$ cat config.mk
export PLATFORM = sky130hd
export DESIGN_NAME = mem_arbiter
export DESIGN_NICKNAME = d
export VERILOG_FILES = /design/src/rtl/mem_arbiter.sv
export SDC_FILE = /design/constraint.sdc
export NUM_CORES = 1
export LEC_CHECK = 0
export ABC_AREA = 1
export CORE_ASPECT_RATIO = 0.6
export CORE_MARGIN = 2
export CORE_UTILIZATION = 38
export CTS_CLUSTER_DIAMETER = 40
export CTS_CLUSTER_SIZE = 25
export DETAILED_ROUTE_END_ITERATION = 10
export PLACE_DENSITY = 0.78
export SETUP_SLACK_MARGIN = 0.4
export SKIP_CTS_REPAIR_TIMING = 1
export SLEW_MARGIN = 40
export SYNTH_ARGS = -nofsm -noshare
export SYNTH_HDL_FRONTEND = slang
export SYNTH_SLANG_ARGS = --single-unit
$ cat constraint.sdc
create_clock -name clk -period 1.65 [get_ports clk]
set_clock_uncertainty 0.1 [all_clocks]
set_input_delay 0.2475 -clock clk [delete_from_list [all_inputs] [get_ports clk]]
set_output_delay 0.2475 -clock clk [all_outputs]
set_load 0.01 [all_outputs]
$ cat src/rtl/mem_arbiter.sv
// Two-port round-robin arbiter that sequences accesses onto the single-port mem block.
// Each access is IDLE -> SETUP -> STROBE -> DONE, with every mem-side signal registered.
module mem_arbiter #(
    parameter int unsigned ADDR_W = 16,
    parameter int unsigned DATA_W = 16
) (
    input  logic                clk,
    input  logic                rst_n,
    input  logic                req0,
    input  logic                req1,
    input  logic                we0,
    input  logic                we1,
    input  logic [ADDR_W-1:0]   addr0,
    input  logic [ADDR_W-1:0]   addr1,
    input  logic [DATA_W-1:0]   wdata0,
    input  logic [DATA_W-1:0]   wdata1,
    output logic                gnt0,
    output logic                gnt1,
    output logic                done0,
    output logic                done1,
    output logic [DATA_W-1:0]   rdata,
    output logic                mem_w,
    output logic [ADDR_W-1:0]   mem_a,
    output logic [DATA_W-1:0]   mem_di,
    input  logic [DATA_W/2-1:0] mem_dou,
    input  logic [DATA_W/2-1:0] mem_dol
);

    typedef enum logic [1:0] {
        StIdle   = 2'd0,
        StSetup  = 2'd1,
        StStrobe = 2'd2,
        StDone   = 2'd3
    } state_e;

    state_e state;
    logic   owner;  // owner of the current or most recent transaction
    logic   we_r;
    logic   pick1;

    // Port 1 wins if it is the only requester, or on contention when port 0 went last.
    assign pick1 = req1 & (~req0 | ~owner);

    always_ff @(posedge clk or negedge rst_n) begin
        if (!rst_n) begin
            state  <= StIdle;
            owner  <= 1'b1;
            we_r   <= 1'b0;
            mem_a  <= '0;
            mem_di <= '0;
            mem_w  <= 1'b0;
            gnt0   <= 1'b0;
            gnt1   <= 1'b0;
            done0  <= 1'b0;
            done1  <= 1'b0;
            rdata  <= '0;
        end else begin
            gnt0  <= 1'b0;
            gnt1  <= 1'b0;
            done0 <= 1'b0;
            done1 <= 1'b0;
            mem_w <= 1'b0;
            unique case (state)
                StIdle: begin
                    if (req0 || req1) begin
                        owner  <= pick1;
                        we_r   <= pick1 ? we1 : we0;
                        mem_a  <= pick1 ? addr1 : addr0;
                        mem_di <= pick1 ? wdata1 : wdata0;
                        gnt0   <= ~pick1;
                        gnt1   <= pick1;
                        state  <= StSetup;
                    end
                end
                StSetup: begin
                    // Address and data settled for a full cycle; strobe next.
                    mem_w <= we_r;
                    state <= StStrobe;
                end
                StStrobe: begin
                    rdata <= {mem_dou, mem_dol};
                    done0 <= ~owner;
                    done1 <= owner;
                    state <= StDone;
                end
                StDone: begin
                    state <= StIdle;
                end
                default: begin
                    state <= StIdle;
                end
            endcase
        end
    end

endmodule

; Yosys cells after proc, flatten, opt, wreduce, memory -nomap -nowiden
; Index checks and enable logic that the tools add are counted.
[totals]
reg_bits = 57
latchBits = 0
mem_bits_rw = 0
romBits = 0
input_bits = 86
output_inout_bits = 53
mem_count = 0
[classes]
n_addsub = 0
n_mul = 0
n_div = 0
magnitude_cmp = 0
eq_ne = 4
shifts = 0
n_mux = 12
bitwise_logic = 5
reduce_logical = 3
[op_table]
columns = operator, n
row1 = 16-bit 2-to-1 mux, 2
row2 = 1-bit 2-to-1 mux, 8
row3 = 2-bit case mux with 4 select lines, 1
row4 = 2-bit == test (second input constant), 2
row5 = 1-bit NOT, 3
row6 = 2-bit by 1-bit == test with 1-bit output (second input constant), 1
row7 = 2-bit logical NOT, 1
row8 = 2-bit 2-to-1 mux, 1
row9 = 2-bit != test (second input constant), 1
row10 = 2-bit AND reduction, 1
row11 = 1-bit AND, 1
row12 = 1-bit logical OR, 1
row13 = 1-bit bitwise OR, 1

; Longest topological paths before layout
[depth]
word_depth = 6
ltp_mapped = 8
ltp_nobuf = 6

; Worst setup path after synthesis
; Ideal clock, no wire load.
[synth_timing]
kind = register to register
startpoint = register state[0]
endpoint = register rdata[10]
setup_ns = 0.117
arrival_time_ns = 1.220
path_slack_ns = 0.213
stages_incl_launch_ff = 8
n_path_buf = 2
period_less_slack_ns = 1.437
path_cell_list = dfrtp_1 > inv_1 > ha_1 > buf_2 > clkinv_1 > buf_2 > nand2_1 > nand2_1
[synth_via]
elab_chain_cells = 1
[synth_rtl]
columns = item, line_no
row1 = from (decl), 36  ; state_e state;
row2 = from (signal assigned), 46  ; state <= StIdle;
row3 = from (signal assigned), 72  ; state <= StSetup;
row4 = from (signal assigned), 78  ; state <= StStrobe;
row5 = 2-bit == test, 63  ; unique case (state)
row6 = to (signal assigned), 81  ; rdata <= {mem_dou, mem_dol};
row7 = to (decl), 21  ; output logic [DATA_W-1:0] rdata,
; Every way passes these cells.
; A chain may end at the register's enable or synchronous reset.

; Final worst setup path
[layout_timing]
startpoint = register state[0]
endpoint = register mem_a[15]
[layout_via]
elab_chain_cells = 2
[layout_rtl]
columns = item, line_no
row1 = 2-bit logical NOT, 63
row2 = 2-bit AND reduction (no line), -
row3 = to (signal assigned), 68  ; mem_a <= pick1 ? addr1 : addr0;
row4 = to (decl), 23  ; output logic [ADDR_W-1:0] mem_a,
; Every way passes these cells.

==> impl_metrics.py <==
metrics = {
    "synthesis": {
        "ys_ff_latch": 57,
        "synth_top_area_cell": "dfrtp_1",
        "syn_area_sq_mm": 0.002650,
        "synth_top_area_frac": 0.5288,
        "yosysWarnings": 0,
        "synthTopCellsByArea": "dfrtp_1, nand2_1, nand3_1",
        "syn_avg_cell_area_sq_um": 8.604,
        "ys_seq_area_frac": 0.5387,
        "syn_nets": 398,
        "syn_inst": 308,
        "synth_cell_types": 21,
    },
    "setup_path": {
        "r2r-start": "state[0]",
        "crit_type": "reg2reg",
        "crit_path_end_kind": "flip-flop",
        "r2r_cells": 7,
        "crit_chain": "inv_2 > ha_4 > inv_4 > nor2_4 > clkbuf_16 > nand3_1 > nand3_1",
        "required_ps": 1800,
        "cp.arrival_ps": 1610,
        "critPathSlowestCell": "dfrtp_1",
        "worst-path-buf-inv": 3,
        "cpPeakStageDelay_ps": 380,
        "r2r_end": "mem_a[15]",
        "cp_common_cell": "nand3_1",
        "reg2reg_slack_ps": 190,
        "critPathMaxFanout": 12,
        "crit_family": "flip-flops",
        "cp-start-kind": "flip-flop",
    },
    "min_path": {
        "hold_start": "rdata[7]",
        "worstHoldEndpoint": "rdata[7]",
        "whs_path_depth": 2,
        "hp-class": "reg2reg",
    },
    "cts": {
        "root_buffer": "clkbuf_16",
        "cts_max_level": 3,
        "cts_buffers": 9,
        "clock_path_buffers": 2,
        "cts_tree": "yes",
        "cts_sinks": 57,
        "cts.clk_slew.worst_paths_ps": 50,
        "clk_latency_ps": 310,
    },
    "place": {
        "dp_hpwl_mm": 5.901,
        "io_buffer_count": 138,
        "place_congestion": 0.7909,
        "place_inst": 526,
    },
    "timing": {
        "tns_ps": 0,
        "rsz0062_at_grt": "true",
        "finalSetupViolCount": 0,
        "finalHoldViolations": 0,
        "holdWs_ps": 362.9,
        "tightest_slew_ps": 465.1,
        "min_period_over_period": 0.8837,
        "slew_headroom": 0.6899,
        "drv_slew": 0,
        "fmax_mhz": 685.8,
        "period_minus_slack_ps": 1458,
    },
    "detailed_routing": {
        "drt-pass1-iter-count": 4,
        "wl_per_cell_um": 17.00,
        "remaining_drc_errors": 0,
        "wl_mm": 9.486,
        "drt-vias-per-instance": 5.188,
        "antenna_left": 0,
        "drt_iter0_markers": 222,
        "num_vias": 2895,
    },
    "power": {
        "p_leak_uw": 0.002727,
        "ir_drop_uv": 892.8,
        "powerDensity_mw_per_mm2": 1735,
    },
    "global_routing": {
        "antenna_found_initial": 0,
        "grt.busiest_layer": "met2",
        "grt_pass1_wl_mm": 12.87,
        "grt_max_degree": 37,
        "use_met3": 0.06906,
        "grt_pass1_vias": 2610,
        "grt_use_total": 0.2170,
        "grt.overflow.total": 0,
        "met1_usage": 0.2970,
        "use_met2": 0.3386,
    },
    "final_layout": {
        "drive_above_1_share": 0.1911,
        "antenna_cells": 0,
        "finish.net_count": 556,
        "area_delta_synth_final_pct": 84.66,
        "instances_no_fill": 558,
    },
    "floorplan": {
        "row_count": 23,
        "die_w_um": 111.8,
        "core_sq_mm": 0.006705,
        "ios": 139,
        "die_h_um": 68.69,
        "start_util": 0.3952,
        "die_area_sq_mm": 0.007680,
    },
    "job": {
        "drv_cap": 0,
    },
    "run_status": {
        "status": "completed",
    },
}
-- layer usage --
layer | routed length [um] | share of wire
met5 | 0 | 0
met4 | 212 | 0.022
met3 | 881 | 0.093
met2 | 4326 | 0.46
met1 | 4066 | 0.43
-- worst reg2reg max path: stages, from the launching register on --
cell and delay [ps]:
dfrtp_1 380, inv_2 110, ha_4 190, inv_4 40, nor2_4 200, clkbuf_16 220
nand3_1 80, nand3_1 70
-- cell type report --
type                       count  area [sq um]
fill                         483          1812
sequential                    57          1428
multi-input combinational    212          1172
inverter                      17         71.32
timing repair buffer         169          1815
tap                           87         108.9
clock buffer                  11         242.7
clock inverter                 5         55.05
-- logic make-up (layout without fill, tap and decap cells) --
group / after synthesis / in the layout / share of synthesized area
buffers and inverters: 39 / 202 / 0.07176
DFF: 57 / 57 / 0.5387
AOI/OAI and AO/OA: 6 / 6 / 0.01558
adders and majority gates: 4 / 4 / 0.01889
and+or+nand+nor: 202 / 202 / 0.3551
-- report_power, final --
group | switching [uW] | internal (uW) | total (uW) | leakage [uW]
clock | 616 | 1200 | 1820 | 0.000142
combinational | 2130 | 2060 | 4190 | 0.00188
sequential | 382 | 2100 | 2480 | 0.000701
-- sequential cells by signal, summed over array words and instances, names as in the netlist --
register	count
mem_a	16
rdata	16
we_r	1
done0	1
mem_w	1
gnt1	1
mem_di	16
owner	1
gnt0	1
state	2
done1	1
-- Yosys cell counts --
| library cell | count |
|---|---|
| a21oi_1 | 1 |
| buf_1 | 2 |
| buf_2 | 8 |
| buf_4 | 7 |
| buf_6 | 1 |
| clkbuf_1 | 4 |
| clkinv_1 | 1 |
| dfrtp_1 | 56 |
| dfstp_2 | 1 |
| ha_1 | 4 |
| inv_1 | 16 |
| nand2_1 | 108 |
| nand2_2 | 1 |
| nand2_4 | 1 |
| nand3_1 | 55 |
| nand3b_1 | 11 |
| nand4_1 | 22 |
| nor2_1 | 3 |
| nor2_4 | 1 |
| o21ai_0 | 4 |
| o21ai_4 | 1 |
-- worst max-delay path by stage --
stage	start	end	cells past startpoint
after floorplan	state[1]	mem_a[10]	8
after global placement	req1	mem_a[12]	6
after detailed placement	req0	mem_a[3]	6
after CTS	mem_a[7]	mem_a[7]	1
after global routing	state[0]	mem_a[4]	7
final	state[0]	mem_a[15]	7
-- metrics by stage --
stage                       util  cell area [sq um]  power, uW  worst slack [ps]
after floorplan                -               2700       4333             341.7
after global placement    0.6270               4204       6196             48.62
after detailed placement  0.6270               4204       6314             6.566
after CTS                 0.6714               4502       8185             37.58
after global routing      0.7298               4893       9056             111.6
final                     0.7298               4893       8488             191.9
-- cells in the final DEF (no fill, tap or decap), types with 11 or more instances in the layout --
| master | instances |
|---|---|
| nand3_2 | 12 |
| dlymetal6s2s_1 | 39 |
| buf_4 | 14 |
| nand3b_1 | 11 |
| clkdlybuf4s50_1 | 84 |
| dfrtp_1 | 56 |
| nand3_1 | 39 |
| nand4_1 | 22 |
| clkbuf_2 | 14 |
| inv_1 | 13 |
| clkbuf_16 | 13 |
| nand2_1 | 106 |
Note: power is estimated with default switching activity, not from simulation.
